**config.mk**
```make
export PLATFORM = sky130hd
export DESIGN_NAME = core_hazard_unit_flat
export DESIGN_NICKNAME = d
export VERILOG_FILES = /design/src/rtl/core_hazard_unit_pkg.sv /design/src/rtl/core_hazard_unit_if.sv /design/src/rtl/core_hazard_unit_fwd_sel.sv /design/src/rtl/core_hazard_unit.sv /design/src/flat_wrapper.sv
export SDC_FILE = /design/constraint.sdc
export NUM_CORES = 1
export LEC_CHECK = 0
export ABC_CLOCK_PERIOD_IN_PS = 3000
export BUFFER_PORTS_ARGS = -buffer_cell sky130_fd_sc_hd__buf_2
export CAP_MARGIN = 15
export CORE_MARGIN = 5
export CORE_UTILIZATION = 40
export DETAILED_ROUTE_END_ITERATION = 7
export PLACE_DENSITY = 0.89
export SYNTH_ARGS = -nofsm -noshare
export SYNTH_HDL_FRONTEND = slang
export SYNTH_HIERARCHICAL = 1
export SYNTH_SLANG_ARGS = --single-unit
```
**constraint.sdc**
```tcl
create_clock -name clk -period 3 [get_ports clk]
set_input_delay 0.45 -clock clk [delete_from_list [all_inputs] [get_ports clk]]
set_output_delay 0.45 -clock clk [all_outputs]
set_load 0.02 [all_outputs]
```
**src/rtl/core_hazard_unit_pkg.sv**
```systemverilog
// Shared types and constants for the core hazard unit.
//   haz_state_t : stall FSM state (RUN / I_WAIT / D_WAIT)
//   BP_*        : operand bypass select encodings
//   REG_*       : indices into the per-register enable/kill buses
package core_haz_pkg;

  typedef enum logic [1:0] {
    RUN    = 2'd0,
    I_WAIT = 2'd1,
    D_WAIT = 2'd2
  } haz_state_t;

  localparam logic [1:0] BP_REG = 2'b00;
  localparam logic [1:0] BP_MEM = 2'b01;
  localparam logic [1:0] BP_WB  = 2'b10;

  localparam int REG_IF_DEC  = 0;
  localparam int REG_DEC_EXE = 1;
  localparam int REG_EXE_MEM = 2;
  localparam int REG_MEM_WB  = 3;

endpackage

```
**src/rtl/core_hazard_unit_if.sv**
```systemverilog
// Pipeline <-> hazard unit signal bundle.
//   master : hazard unit side (consumes pipeline status, drives controls)
//   slave  : pipeline side (drives status, consumes controls)
// Status : DEC/EXE/MEM/WB register addresses and write enables, branch
//          resolution, L1I/L1D request/ack.
// Control: enable/kill buses, PC stop, NOP insert, PC transfer select,
//          bypass selects, watchdog flag.
interface core_hazard_unit_if #(
  parameter int RA_W      = 5,
  parameter int PIPE_REGS = 4
);
  logic [RA_W-1:0]      dec_rs1;
  logic [RA_W-1:0]      dec_rs2;
  logic                 dec_rs1_used;
  logic                 dec_rs2_used;
  logic [RA_W-1:0]      exe_rs1;
  logic [RA_W-1:0]      exe_rs2;
  logic [RA_W-1:0]      exe_rd;
  logic                 exe_we;
  logic                 exe_is_load;
  logic                 exe_brnch_tkn;
  logic [RA_W-1:0]      mem_rd;
  logic                 mem_we;
  logic [RA_W-1:0]      mem_rs2;
  logic [RA_W-1:0]      wb_rd;
  logic                 wb_we;
  logic                 l1i_req_val;
  logic                 l1i_ack;
  logic                 l1d_req_val;
  logic                 l1d_ack;
  logic [PIPE_REGS-1:0] haz_enb_bus;
  logic [PIPE_REGS-1:0] haz_kill_bus;
  logic                 haz_pc_stop;
  logic                 haz_nop_gen;
  logic                 haz_mux_trn;
  logic [3:0]           haz_bp_mux_exe;
  logic                 haz_bp_mux_mem;
  logic                 haz_timeout;

  modport master (
    input  dec_rs1, dec_rs2, dec_rs1_used, dec_rs2_used,
    input  exe_rs1, exe_rs2, exe_rd, exe_we, exe_is_load, exe_brnch_tkn,
    input  mem_rd, mem_we, mem_rs2, wb_rd, wb_we,
    input  l1i_req_val, l1i_ack, l1d_req_val, l1d_ack,
    output haz_enb_bus, haz_kill_bus, haz_pc_stop, haz_nop_gen, haz_mux_trn,
    output haz_bp_mux_exe, haz_bp_mux_mem, haz_timeout
  );

  modport slave (
    output dec_rs1, dec_rs2, dec_rs1_used, dec_rs2_used,
    output exe_rs1, exe_rs2, exe_rd, exe_we, exe_is_load, exe_brnch_tkn,
    output mem_rd, mem_we, mem_rs2, wb_rd, wb_we,
    output l1i_req_val, l1i_ack, l1d_req_val, l1d_ack,
    input  haz_enb_bus, haz_kill_bus, haz_pc_stop, haz_nop_gen, haz_mux_trn,
    input  haz_bp_mux_exe, haz_bp_mux_mem, haz_timeout
  );
endinterface

```
**src/rtl/core_hazard_unit_fwd_sel.sv**
```systemverilog
// Bypass select for one EXE source operand.
//   src            : operand register address
//   mem_rd, mem_we : MEM-stage destination / write enable
//   wb_rd, wb_we   : WB-stage destination / write enable
//   sel            : BP_MEM, BP_WB or BP_REG (MEM wins over WB, x0 never forwards)
module core_haz_fwd_sel
  import core_haz_pkg::*;
#(
  parameter int RA_W = 5
) (
  input  logic [RA_W-1:0] src,
  input  logic [RA_W-1:0] mem_rd,
  input  logic            mem_we,
  input  logic [RA_W-1:0] wb_rd,
  input  logic            wb_we,
  output logic [1:0]      sel
);

  always_comb begin
    sel = BP_REG;
    if (wb_we && (wb_rd != '0) && (src == wb_rd)) sel = BP_WB;
    if (mem_we && (mem_rd != '0) && (src == mem_rd)) sel = BP_MEM;
  end

endmodule

```
**src/rtl/core_hazard_unit.sv**
```systemverilog
// Hazard, forwarding and stall controller for the IF/DEC/EXE/MEM/WB pipeline.
//   clk, rst_n : clock, async active-low reset
//   hz         : core_hazard_unit_if.master (pipeline status in, controls out)
// Optional feature: define CORE_HAZ_TIMEOUT_EN to build the L1 wait watchdog;
// otherwise haz_timeout is tied low.
//
// state  | meaning
// RUN    | no outstanding L1 miss being waited on
// I_WAIT | fetch outstanding, PC held, bubbles into IF/DEC
// D_WAIT | data access outstanding, whole pipe frozen
module core_hazard_unit
  import core_haz_pkg::*;
#(
  parameter int RA_W      = 5,
  parameter int PIPE_REGS = 4,
  parameter int WAIT_MAX  = 255
) (
  input logic               clk,
  input logic               rst_n,
  core_hazard_unit_if.master hz
);

  if (PIPE_REGS < 4 || WAIT_MAX < 1) begin : g_bad_cfg
    $error("core_hazard_unit: PIPE_REGS must be >= 4 and WAIT_MAX >= 1");
  end

  haz_state_t state, state_nxt;
  logic       drop_pending;

  logic d_cond, i_cond, freeze, fetch_wait, load_use, branch;
  logic [1:0] sel_rs1, sel_rs2;

  logic [PIPE_REGS-1:0] enb, kill;
  logic pc_stop, nop_gen, mux_trn;

  core_haz_fwd_sel #(.RA_W(RA_W)) u_fwd_rs1 (
    .src(hz.exe_rs1), .mem_rd(hz.mem_rd), .mem_we(hz.mem_we),
    .wb_rd(hz.wb_rd), .wb_we(hz.wb_we), .sel(sel_rs1)
  );

  core_haz_fwd_sel #(.RA_W(RA_W)) u_fwd_rs2 (
    .src(hz.exe_rs2), .mem_rd(hz.mem_rd), .mem_we(hz.mem_we),
    .wb_rd(hz.wb_rd), .wb_we(hz.wb_we), .sel(sel_rs2)
  );

  assign d_cond = hz.l1d_req_val & ~hz.l1d_ack;
  assign i_cond = hz.l1i_req_val & ~hz.l1i_ack;

  // A data miss takes precedence over a fetch miss from any non-D state.
  assign freeze     = (state == D_WAIT) ? ~hz.l1d_ack : d_cond;
  assign fetch_wait = ~d_cond & (((state == I_WAIT) & ~hz.l1i_ack) |
                                 ((state == RUN) & i_cond));

  assign load_use = hz.exe_is_load & hz.exe_we & (hz.exe_rd != '0) &
                    ((hz.dec_rs1_used & (hz.dec_rs1 == hz.exe_rd)) |
                     (hz.dec_rs2_used & (hz.dec_rs2 == hz.exe_rd)));
  assign branch   = hz.exe_brnch_tkn;

  always_comb begin
    state_nxt = state;
    unique case (state)
      RUN:     if (d_cond) state_nxt = D_WAIT;
               else if (i_cond) state_nxt = I_WAIT;
      I_WAIT:  if (d_cond) state_nxt = D_WAIT;
               else if (hz.l1i_ack) state_nxt = RUN;
      D_WAIT:  if (hz.l1d_ack) state_nxt = RUN;
      default: state_nxt = RUN;
    endcase
  end

  always_ff @(posedge clk or negedge rst_n) begin
    if (!rst_n) begin
      state        <= RUN;
      drop_pending <= 1'b0;
    end else begin
      state <= state_nxt;
      // Any fetch response retires the discard, whether or not it was applied.
      if (hz.l1i_ack) drop_pending <= 1'b0;
      else if (branch && fetch_wait) drop_pending <= 1'b1;
    end
  end

  always_comb begin
    enb     = '1;
    kill    = '0;
    pc_stop = 1'b0;
    nop_gen = 1'b0;
    mux_trn = 1'b0;
    if (!rst_n) begin
      kill    = '1;
      pc_stop = 1'b1;
    end else if (freeze) begin
      enb     = '0;
      pc_stop = 1'b1;
    end else begin
      if (fetch_wait) begin
        pc_stop          = 1'b1;
        kill[REG_IF_DEC] = 1'b1;
      end
      if (drop_pending && hz.l1i_ack) kill[REG_IF_DEC] = 1'b1;
      // Load-use holds IF/DEC, so it must not be killed in the same cycle.
      if (load_use && !branch) begin
        pc_stop          = 1'b1;
        enb[REG_IF_DEC]  = 1'b0;
        kill[REG_IF_DEC] = 1'b0;
        nop_gen          = 1'b1;
      end
      if (branch) begin
        mux_trn                         = 1'b1;
        pc_stop                         = 1'b0;
        kill[REG_DEC_EXE:REG_IF_DEC]    = 2'b11;
      end
    end
  end

  assign hz.haz_enb_bus    = enb;
  assign hz.haz_kill_bus   = kill;
  assign hz.haz_pc_stop    = pc_stop;
  assign hz.haz_nop_gen    = nop_gen;
  assign hz.haz_mux_trn    = mux_trn;
  assign hz.haz_bp_mux_exe = rst_n ? {sel_rs2, sel_rs1} : 4'b0000;
  assign hz.haz_bp_mux_mem = rst_n & hz.wb_we & (hz.wb_rd != '0) &
                             (hz.wb_rd == hz.mem_rs2);

`ifdef CORE_HAZ_TIMEOUT_EN
  localparam int CNT_W = $clog2(WAIT_MAX + 1);
  localparam logic [CNT_W-1:0] CNT_MAX = CNT_W'(WAIT_MAX);

  logic [CNT_W-1:0] wait_cnt;
  logic             timeout_q;

  always_ff @(posedge clk or negedge rst_n) begin
    if (!rst_n) begin
      wait_cnt  <= '0;
      timeout_q <= 1'b0;
    end else begin
      if (state_nxt == RUN) wait_cnt <= '0;
      else if (state != RUN && wait_cnt != CNT_MAX) wait_cnt <= wait_cnt + CNT_W'(1);
      if (wait_cnt == CNT_MAX) timeout_q <= 1'b1;
    end
  end

  assign hz.haz_timeout = timeout_q;
`else
  assign hz.haz_timeout = 1'b0;
`endif

endmodule
```
**src/flat_wrapper.sv**
```systemverilog
// flat-port wrapper written by rule: the top's interface ports become plain ports
module core_hazard_unit_flat import core_haz_pkg::*;
#(
  parameter int RA_W      = 5,
  parameter int PIPE_REGS = 4,
  parameter int WAIT_MAX  = 255
)
  (clk, rst_n, hz_dec_rs1, hz_dec_rs2, hz_dec_rs1_used, hz_dec_rs2_used, hz_exe_rs1, hz_exe_rs2, hz_exe_rd, hz_exe_we, hz_exe_is_load, hz_exe_brnch_tkn, hz_mem_rd, hz_mem_we, hz_mem_rs2, hz_wb_rd, hz_wb_we, hz_l1i_req_val, hz_l1i_ack, hz_l1d_req_val, hz_l1d_ack, hz_haz_enb_bus, hz_haz_kill_bus, hz_haz_pc_stop, hz_haz_nop_gen, hz_haz_mux_trn, hz_haz_bp_mux_exe, hz_haz_bp_mux_mem, hz_haz_timeout);
  core_hazard_unit_if #(.RA_W(RA_W), .PIPE_REGS(PIPE_REGS)) hz_i ();
  input logic clk;
  input logic rst_n;
  input wire logic [$bits(hz_i.dec_rs1)-1:0] hz_dec_rs1;
  input wire logic [$bits(hz_i.dec_rs2)-1:0] hz_dec_rs2;
  input wire logic [$bits(hz_i.dec_rs1_used)-1:0] hz_dec_rs1_used;
  input wire logic [$bits(hz_i.dec_rs2_used)-1:0] hz_dec_rs2_used;
  input wire logic [$bits(hz_i.exe_rs1)-1:0] hz_exe_rs1;
  input wire logic [$bits(hz_i.exe_rs2)-1:0] hz_exe_rs2;
  input wire logic [$bits(hz_i.exe_rd)-1:0] hz_exe_rd;
  input wire logic [$bits(hz_i.exe_we)-1:0] hz_exe_we;
  input wire logic [$bits(hz_i.exe_is_load)-1:0] hz_exe_is_load;
  input wire logic [$bits(hz_i.exe_brnch_tkn)-1:0] hz_exe_brnch_tkn;
  input wire logic [$bits(hz_i.mem_rd)-1:0] hz_mem_rd;
  input wire logic [$bits(hz_i.mem_we)-1:0] hz_mem_we;
  input wire logic [$bits(hz_i.mem_rs2)-1:0] hz_mem_rs2;
  input wire logic [$bits(hz_i.wb_rd)-1:0] hz_wb_rd;
  input wire logic [$bits(hz_i.wb_we)-1:0] hz_wb_we;
  input wire logic [$bits(hz_i.l1i_req_val)-1:0] hz_l1i_req_val;
  input wire logic [$bits(hz_i.l1i_ack)-1:0] hz_l1i_ack;
  input wire logic [$bits(hz_i.l1d_req_val)-1:0] hz_l1d_req_val;
  input wire logic [$bits(hz_i.l1d_ack)-1:0] hz_l1d_ack;
  output wire logic [$bits(hz_i.haz_enb_bus)-1:0] hz_haz_enb_bus;
  output wire logic [$bits(hz_i.haz_kill_bus)-1:0] hz_haz_kill_bus;
  output wire logic [$bits(hz_i.haz_pc_stop)-1:0] hz_haz_pc_stop;
  output wire logic [$bits(hz_i.haz_nop_gen)-1:0] hz_haz_nop_gen;
  output wire logic [$bits(hz_i.haz_mux_trn)-1:0] hz_haz_mux_trn;
  output wire logic [$bits(hz_i.haz_bp_mux_exe)-1:0] hz_haz_bp_mux_exe;
  output wire logic [$bits(hz_i.haz_bp_mux_mem)-1:0] hz_haz_bp_mux_mem;
  output wire logic [$bits(hz_i.haz_timeout)-1:0] hz_haz_timeout;
  assign hz_i.dec_rs1 = hz_dec_rs1;
  assign hz_i.dec_rs2 = hz_dec_rs2;
  assign hz_i.dec_rs1_used = hz_dec_rs1_used;
  assign hz_i.dec_rs2_used = hz_dec_rs2_used;
  assign hz_i.exe_rs1 = hz_exe_rs1;
  assign hz_i.exe_rs2 = hz_exe_rs2;
  assign hz_i.exe_rd = hz_exe_rd;
  assign hz_i.exe_we = hz_exe_we;
  assign hz_i.exe_is_load = hz_exe_is_load;
  assign hz_i.exe_brnch_tkn = hz_exe_brnch_tkn;
  assign hz_i.mem_rd = hz_mem_rd;
  assign hz_i.mem_we = hz_mem_we;
  assign hz_i.mem_rs2 = hz_mem_rs2;
  assign hz_i.wb_rd = hz_wb_rd;
  assign hz_i.wb_we = hz_wb_we;
  assign hz_i.l1i_req_val = hz_l1i_req_val;
  assign hz_i.l1i_ack = hz_l1i_ack;
  assign hz_i.l1d_req_val = hz_l1d_req_val;
  assign hz_i.l1d_ack = hz_l1d_ack;
  assign hz_haz_enb_bus = hz_i.haz_enb_bus;
  assign hz_haz_kill_bus = hz_i.haz_kill_bus;
  assign hz_haz_pc_stop = hz_i.haz_pc_stop;
  assign hz_haz_nop_gen = hz_i.haz_nop_gen;
  assign hz_haz_mux_trn = hz_i.haz_mux_trn;
  assign hz_haz_bp_mux_exe = hz_i.haz_bp_mux_exe;
  assign hz_haz_bp_mux_mem = hz_i.haz_bp_mux_mem;
  assign hz_haz_timeout = hz_i.haz_timeout;
  core_hazard_unit #(.RA_W(RA_W), .PIPE_REGS(PIPE_REGS), .WAIT_MAX(WAIT_MAX)) u_core (.clk(clk), .rst_n(rst_n), .hz(hz_i));
endmodule
```
; ---- Yosys cells after proc, flatten, opt, wreduce, memory -nomap -nowiden
; Cells that the tools add are included.
[op_classes]
n_mux = 35
n_eq_ne = 12
n_reduce_logical = 16
bitwise_logic = 18
[op_table]
columns = operator, count
row1 = equality test 5 bit, 7
row2 = 2-to-1 mux 2 bit, 13
row3 = 2-to-1 mux 1 bit, 18
row4 = nonzero test 5 bit, 3
row5 = bitwise AND 1 bit, 13
row6 = logical AND 1 bit, 9
row7 = 2-to-1 mux 4 bit, 2
row8 = one-hot mux 2 bit (3 select lines), 1
row9 = 2-to-1 mux 3 bit, 1
row10 = inequality test 3 x 1 -> 1 bit (second input constant), 1
row11 = inequality test 3 x 2 -> 1 bit (second input constant), 1
row12 = NOT 1 bit, 3
row13 = AND reduction 3 bit, 1
row14 = equality test 2 x 1 -> 1 bit (second input constant), 1
row15 = equality test 2 bit (second input constant), 1
row16 = logical NOT 2 bit, 1
row17 = inequality test 2 bit (second input constant), 1
row18 = bitwise OR 1 bit, 2
row19 = nonzero test 2 bit, 1
row20 = logical NOT 1 bit, 1
[totals]
inputBits = 53
ff_bits = 3
output_inout_bits = 17

; ---- Depth between registers and ports, before layout
[depth]
word_depth = 11
depth_mapped = 5
depth_no_buf = 5

; ---- Hierarchy
; The synthesis kept the hierarchy.
[modules_own_cells]
columns = module, instances, seq_area_each_um2, cells_each, area_each_um2
row1 = core_hazard_unit, 1, 75.1, 64, 486.7
row2 = core_haz_fwd_sel, 2, 0.0, 20, 151.4

; ---- Least setup slack after synthesis
; OpenSTA, ideal clock, no wires.
[synth_path]
kind = input to output
startpoint = input port hz_exe_rd[1]
endpoint = output port hz_haz_nop_gen
path_stages = 5
arrival_ns = 1.461
path_slack_ns = 1.089
t_required_ns = 2.550
path_cell_list = xnor2_1 > nand4_1 > o22ai_1 > o211ai_2 > nor3_1
[synth_between]
elab_chain_cells = 8
elab_cells_between_ends = 12
cone_classes = 2 x eq/ne / 3 x mux / 5 x bitwise / 2 x reduce/logical
[synth_rtl]
columns = item, line
row1 = "start, declared", flat_wrapper.sv:18  ; input wire logic [$bits(hz_i.exe_rd)-1:0] hz_exe_rd;
row2 = equality test 5 bit (on tied branches), "core_hazard_unit.sv:55, core_hazard_unit.sv:56"
row3 = bitwise AND 1 bit (on tied branches), "core_hazard_unit.sv:55, core_hazard_unit.sv:56"
row4 = bitwise OR 1 bit, core_hazard_unit.sv:55  ; ((hz.dec_rs1_used & (hz.dec_rs1 == hz.exe_rd)) |
row5 = bitwise AND 1 bit *, core_hazard_unit.sv:54  ; assign load_use = hz.exe_is_load & hz.exe_we & (hz.exe_rd != '0) &
row6 = logical AND 1 bit *, core_hazard_unit.sv:102  ; if (load_use && !branch) begin
row7 = 2-to-1 mux 1 bit *, core_hazard_unit.sv:102
row8 = 2-to-1 mux 1 bit *, core_hazard_unit.sv:92  ; end else if (freeze) begin
row9 = 2-to-1 mux 1 bit *, core_hazard_unit.sv:89  ; if (!rst_n) begin
row10 = "end, declared", flat_wrapper.sv:34  ; output wire logic [$bits(hz_i.haz_nop_gen)-1:0] hz_haz_nop_gen;
; Every way passes the cells marked *; elsewhere a longest branch is shown, timed or not.

; ---- Worst setup path after layout
[layout_path]
startpoint = input port hz_exe_rd[1]
endpoint = output port hz_haz_kill_bus[0]
[layout_between]
elab_chain_cells = 9
elab_cells_between_ends = 13
cone_classes = 2 x eq/ne / 4 x mux / 5 x bitwise / 2 x reduce/logical
[layout_rtl]
columns = item, line
row1 = equality test 5 bit (on tied branches), "core_hazard_unit.sv:55, core_hazard_unit.sv:56"
row2 = bitwise AND 1 bit (on tied branches), "core_hazard_unit.sv:55, core_hazard_unit.sv:56"
row3 = bitwise OR 1 bit, core_hazard_unit.sv:55
row4 = bitwise AND 1 bit *, core_hazard_unit.sv:54
row5 = logical AND 1 bit *, core_hazard_unit.sv:102
row6 = 2-to-1 mux 1 bit *, core_hazard_unit.sv:102
row7 = 2-to-1 mux 2 bit *, core_hazard_unit.sv:108  ; if (branch) begin
row8 = 2-to-1 mux 2 bit *, core_hazard_unit.sv:92
row9 = 2-to-1 mux 2 bit *, core_hazard_unit.sv:89
row10 = "end, declared", flat_wrapper.sv:32  ; output wire logic [$bits(hz_i.haz_kill_bus)-1:0] hz_haz_kill_bus;
; Marks and branches as above.

==> metrics.md <==
| Metric | Value |
|---|---|
| Synth Area in Adders | `0%` |
| Initial antenna violation count | `0` |
| Setup crit start kind | `input pin` |
| PD cells | `between 200 and 250 nW/um^2` |
| Most frequent cells in the layout | `buf_2, xnor2_1, nand2_1` |
| Maximum vdd drop | `approximately 390 uV` |
| Largest net degree at the start of global routing | `14` |
| Number of synthesized register bits | `3` |
| DRC marker count from the first detailed-route iteration | `23` |
| Count of pins over their slew limit | `0` |
| Worst-Skew Late Latency | `around 230 ps` |
| Area leader, netlist | `xnor2_1` |
| Residual DRC count | `0` |
| CP Class | `in -> out` |
| Hold buffers post-CTS | `0` |
| Die area | `2962 um^2` |
| Synth warnings | `6` |
| Outcome | `completed` |
| Non-filler cells, final | `a little under 200` |
| Total negative slack | `0 ps` |
| Period utilisation layout | `a little over two thirds` |
| Post-synth EDFFs | `0` |
| Post-cts resize count | `0` |
| Die Y | `54.43 um` |
| Cells after synthesis | `roughly 100` |
| Post-synth net total | `between 150 and 200` |
| Cell variety after synth | `32` |
| Final nets | `between 200 and 250` |
| Avg WL per Cell | `about 13 um` |
| Post-DR vias/cell | `4.894` |
| Vias after detailed routing | `969` |
| Aggregate routed wire length | `about 2.7 mm` |
| Final Wtd Congestion | `around 0.86` |
| Commonest non-fill, non-tap cell in the layout | `buf_2` |
| FP Rows | `16` |
| P_leak | `around 0.54 nW` |
| First-pass GRT wire length | `between 3 and 4 mm` |
| I/O pin count | `70` |
| Initial core utilization | `41.08%` |
| Largest family of logic cells by synthesized area | `XOR/XNOR gates` |
| Count of final setup violators | `0` |
| WP data required | `between 2000 and 3000 ps` |
| Fin Hold WS | `65.98 ps` |
| PortBufs | `between 60 and 70` |
| Post-CTS Setup Bufs | `0` |
| Hold Crit Class | `in -> async` |
| Final Hold Fails | `0` |
| Area delta synth->final | `46.43%` |
| Clock buffer count from CTS | `3` |
| CTS tree | `done` |
| RSZ-0062 raised after global routing | `false` |
| Cells after DPL | `about 190` |
| Simple-gate share of the synthesized area | `between 20% and 30%` |
| Minimum clock period | `between 2000 and 2500 ps` |
| Worst r2r src | `u_core/state[1]$_DFFE_PN0P_` |
| Top cell type's share of synthesized area | `between 20% and 30%` |
| Critical Path Source | `hz_exe_rd[1]` |
| Synth area leaders | `xnor2_1, dfrtp_1, xor2_1, nand2_1, o41ai_2` |
| Vias in the first global route | `between 900 and 1000` |
| Maximum root-to-sink buffer count | `2` |
| Post-route ant nets | `0` |
| Clock skew | `around 1.1 ps` |
| Compound-Gate Fraction of Synth Area | `between 20% and 30%` |
| Data arrival, critical path | `1660 ps` |
| Max FO, Critical Path | `4` |
| Core Region | `1922 um^2` |
| Clock root cell | `clkbuf_4` |
| Crit end category | `output port` |
| Die Wd | `around 54 um` |
| CTS H-tree lvls | `1` |
| Post-synthesis instance area | `just under 800 um^2` |
| Syn Area/Cell | `7.591 um^2` |
| Post-synth ARST share | `between 90% and 100%` |
| Max Cap Viol | `0` |
| Clock Sinks | `3` |
| Reg clk slew, reported paths | `approximately 40 ps` |
| Multiplexer area fraction after synthesis | `0%` |
| Max Clock Freq | `472.9 MHz` |
| Total Routing Usage GR | `between 10% and 20%` |
| Drt pass-1 iters | `4` |
| Post-Synth XOR/XNOR Area | `33.28%` |
| Layout cell share with drive strength beyond 1 | `roughly 48%` |
| Ys flop type | `dfrtp_1` |
| Sequential-to-total area share from yosys stat | `under 10%` |
| Antenna cells | `0` |
| Final Util | `roughly three fifths` |
| Total grt overflow | `0` |
-- layer usage --
| layer | wire length [um] | GRT usage [%] | part of all wire, % | vias to the layer above |
|---|---|---|---|---|
| li1 | - | - | - | 498 |
| met1 | 891 | 18.26 | 33 | 422 |
| met2 | 1416 | 30.68 | 53 | 47 |
| met3 | 342 | 7.357 | 13 | 2 |
| met4 | 14 | 6.639 | 0.53 | 0 |
| met5 | 0 | 0 | 0 | - |
-- area by class of cell --
cell class                      count  area, um^2
Multi-Input combinational cell     91       661.9
Sequential cell                     3       75.07
Tap cell                           27       33.78
Timing Repair Buffer               68       340.3
Fill cell                         178       765.7
Inverter                            5       18.77
Clock buffer                        4       26.28
-- synth_stat cells, types with 2 or more instances --
cell and number:
inv_2 2, o2111ai_1 2, a211oi_2 2, nor3_1 5, nand3_1 5, xnor2_1 24
nor4_1 3, nor2_1 6, inv_1 3, buf_4 4, nor3_2 2, dfrtp_1 3
and2_1 4, o41ai_2 2, xor2_1 6, nand2_1 12, a21oi_1 3, nand4_1 2
-- final timing paths --
kind,depth (start not counted),to,slack (ps)
max in group asynchronous,1,u_core/state[1]$_DFFE_PN0P_,2750
worst min-delay path,1,u_core/state[0]$_DFFE_PN0P_,70
min in group clk,2,u_core/state[1]$_DFFE_PN0P_,400
worst max-delay path,5,hz_haz_kill_bus[0],890
worst min register to register,1,u_core/state[1]$_DFFE_PN0P_,480
worst max register to register,3,u_core/drop_pending$_DFFE_PN0P_,1900
-- where the power goes --
part           internal (mW)  switching [mW]  total, mW
sequential            0.0432         0.00241     0.0456
combinational         0.0706          0.0831      0.154
clock                 0.0499          0.0219     0.0718
total                  0.164           0.107      0.271
-- stage by stage --
stage               area, um^2  worst slack, ps  power [mW]
finish                    1156            885.4      0.2711
global route              1156            790.9      0.2966
CTS                       1156            882.5      0.2742
detailed placement        1130            892.5      0.1982
global placement          1130            921.6      0.1924
floorplan                789.5             1089      0.1285
-- critical path: stages --
cell	delay, ps
buf_2	120
or4_4	530
o211ai_2	220
a31o_1	170
buf_2	160
-- registers in the layout, indices dropped and copies added, names as in the netlist --
name	count
u_core/drop_pending	1
u_core/state	2
-- cells by family after synthesis --
| family | after synthesis |
|---|---|
| and+or+nand+nor | 43 |
| xor gates and xnor gates | 30 |
| buffers and inverters | 10 |
| AOI/OAI and AO/OA | 17 |
| other | 1 |
| DFF | 3 |
Power figures use the tool's default switching activity.
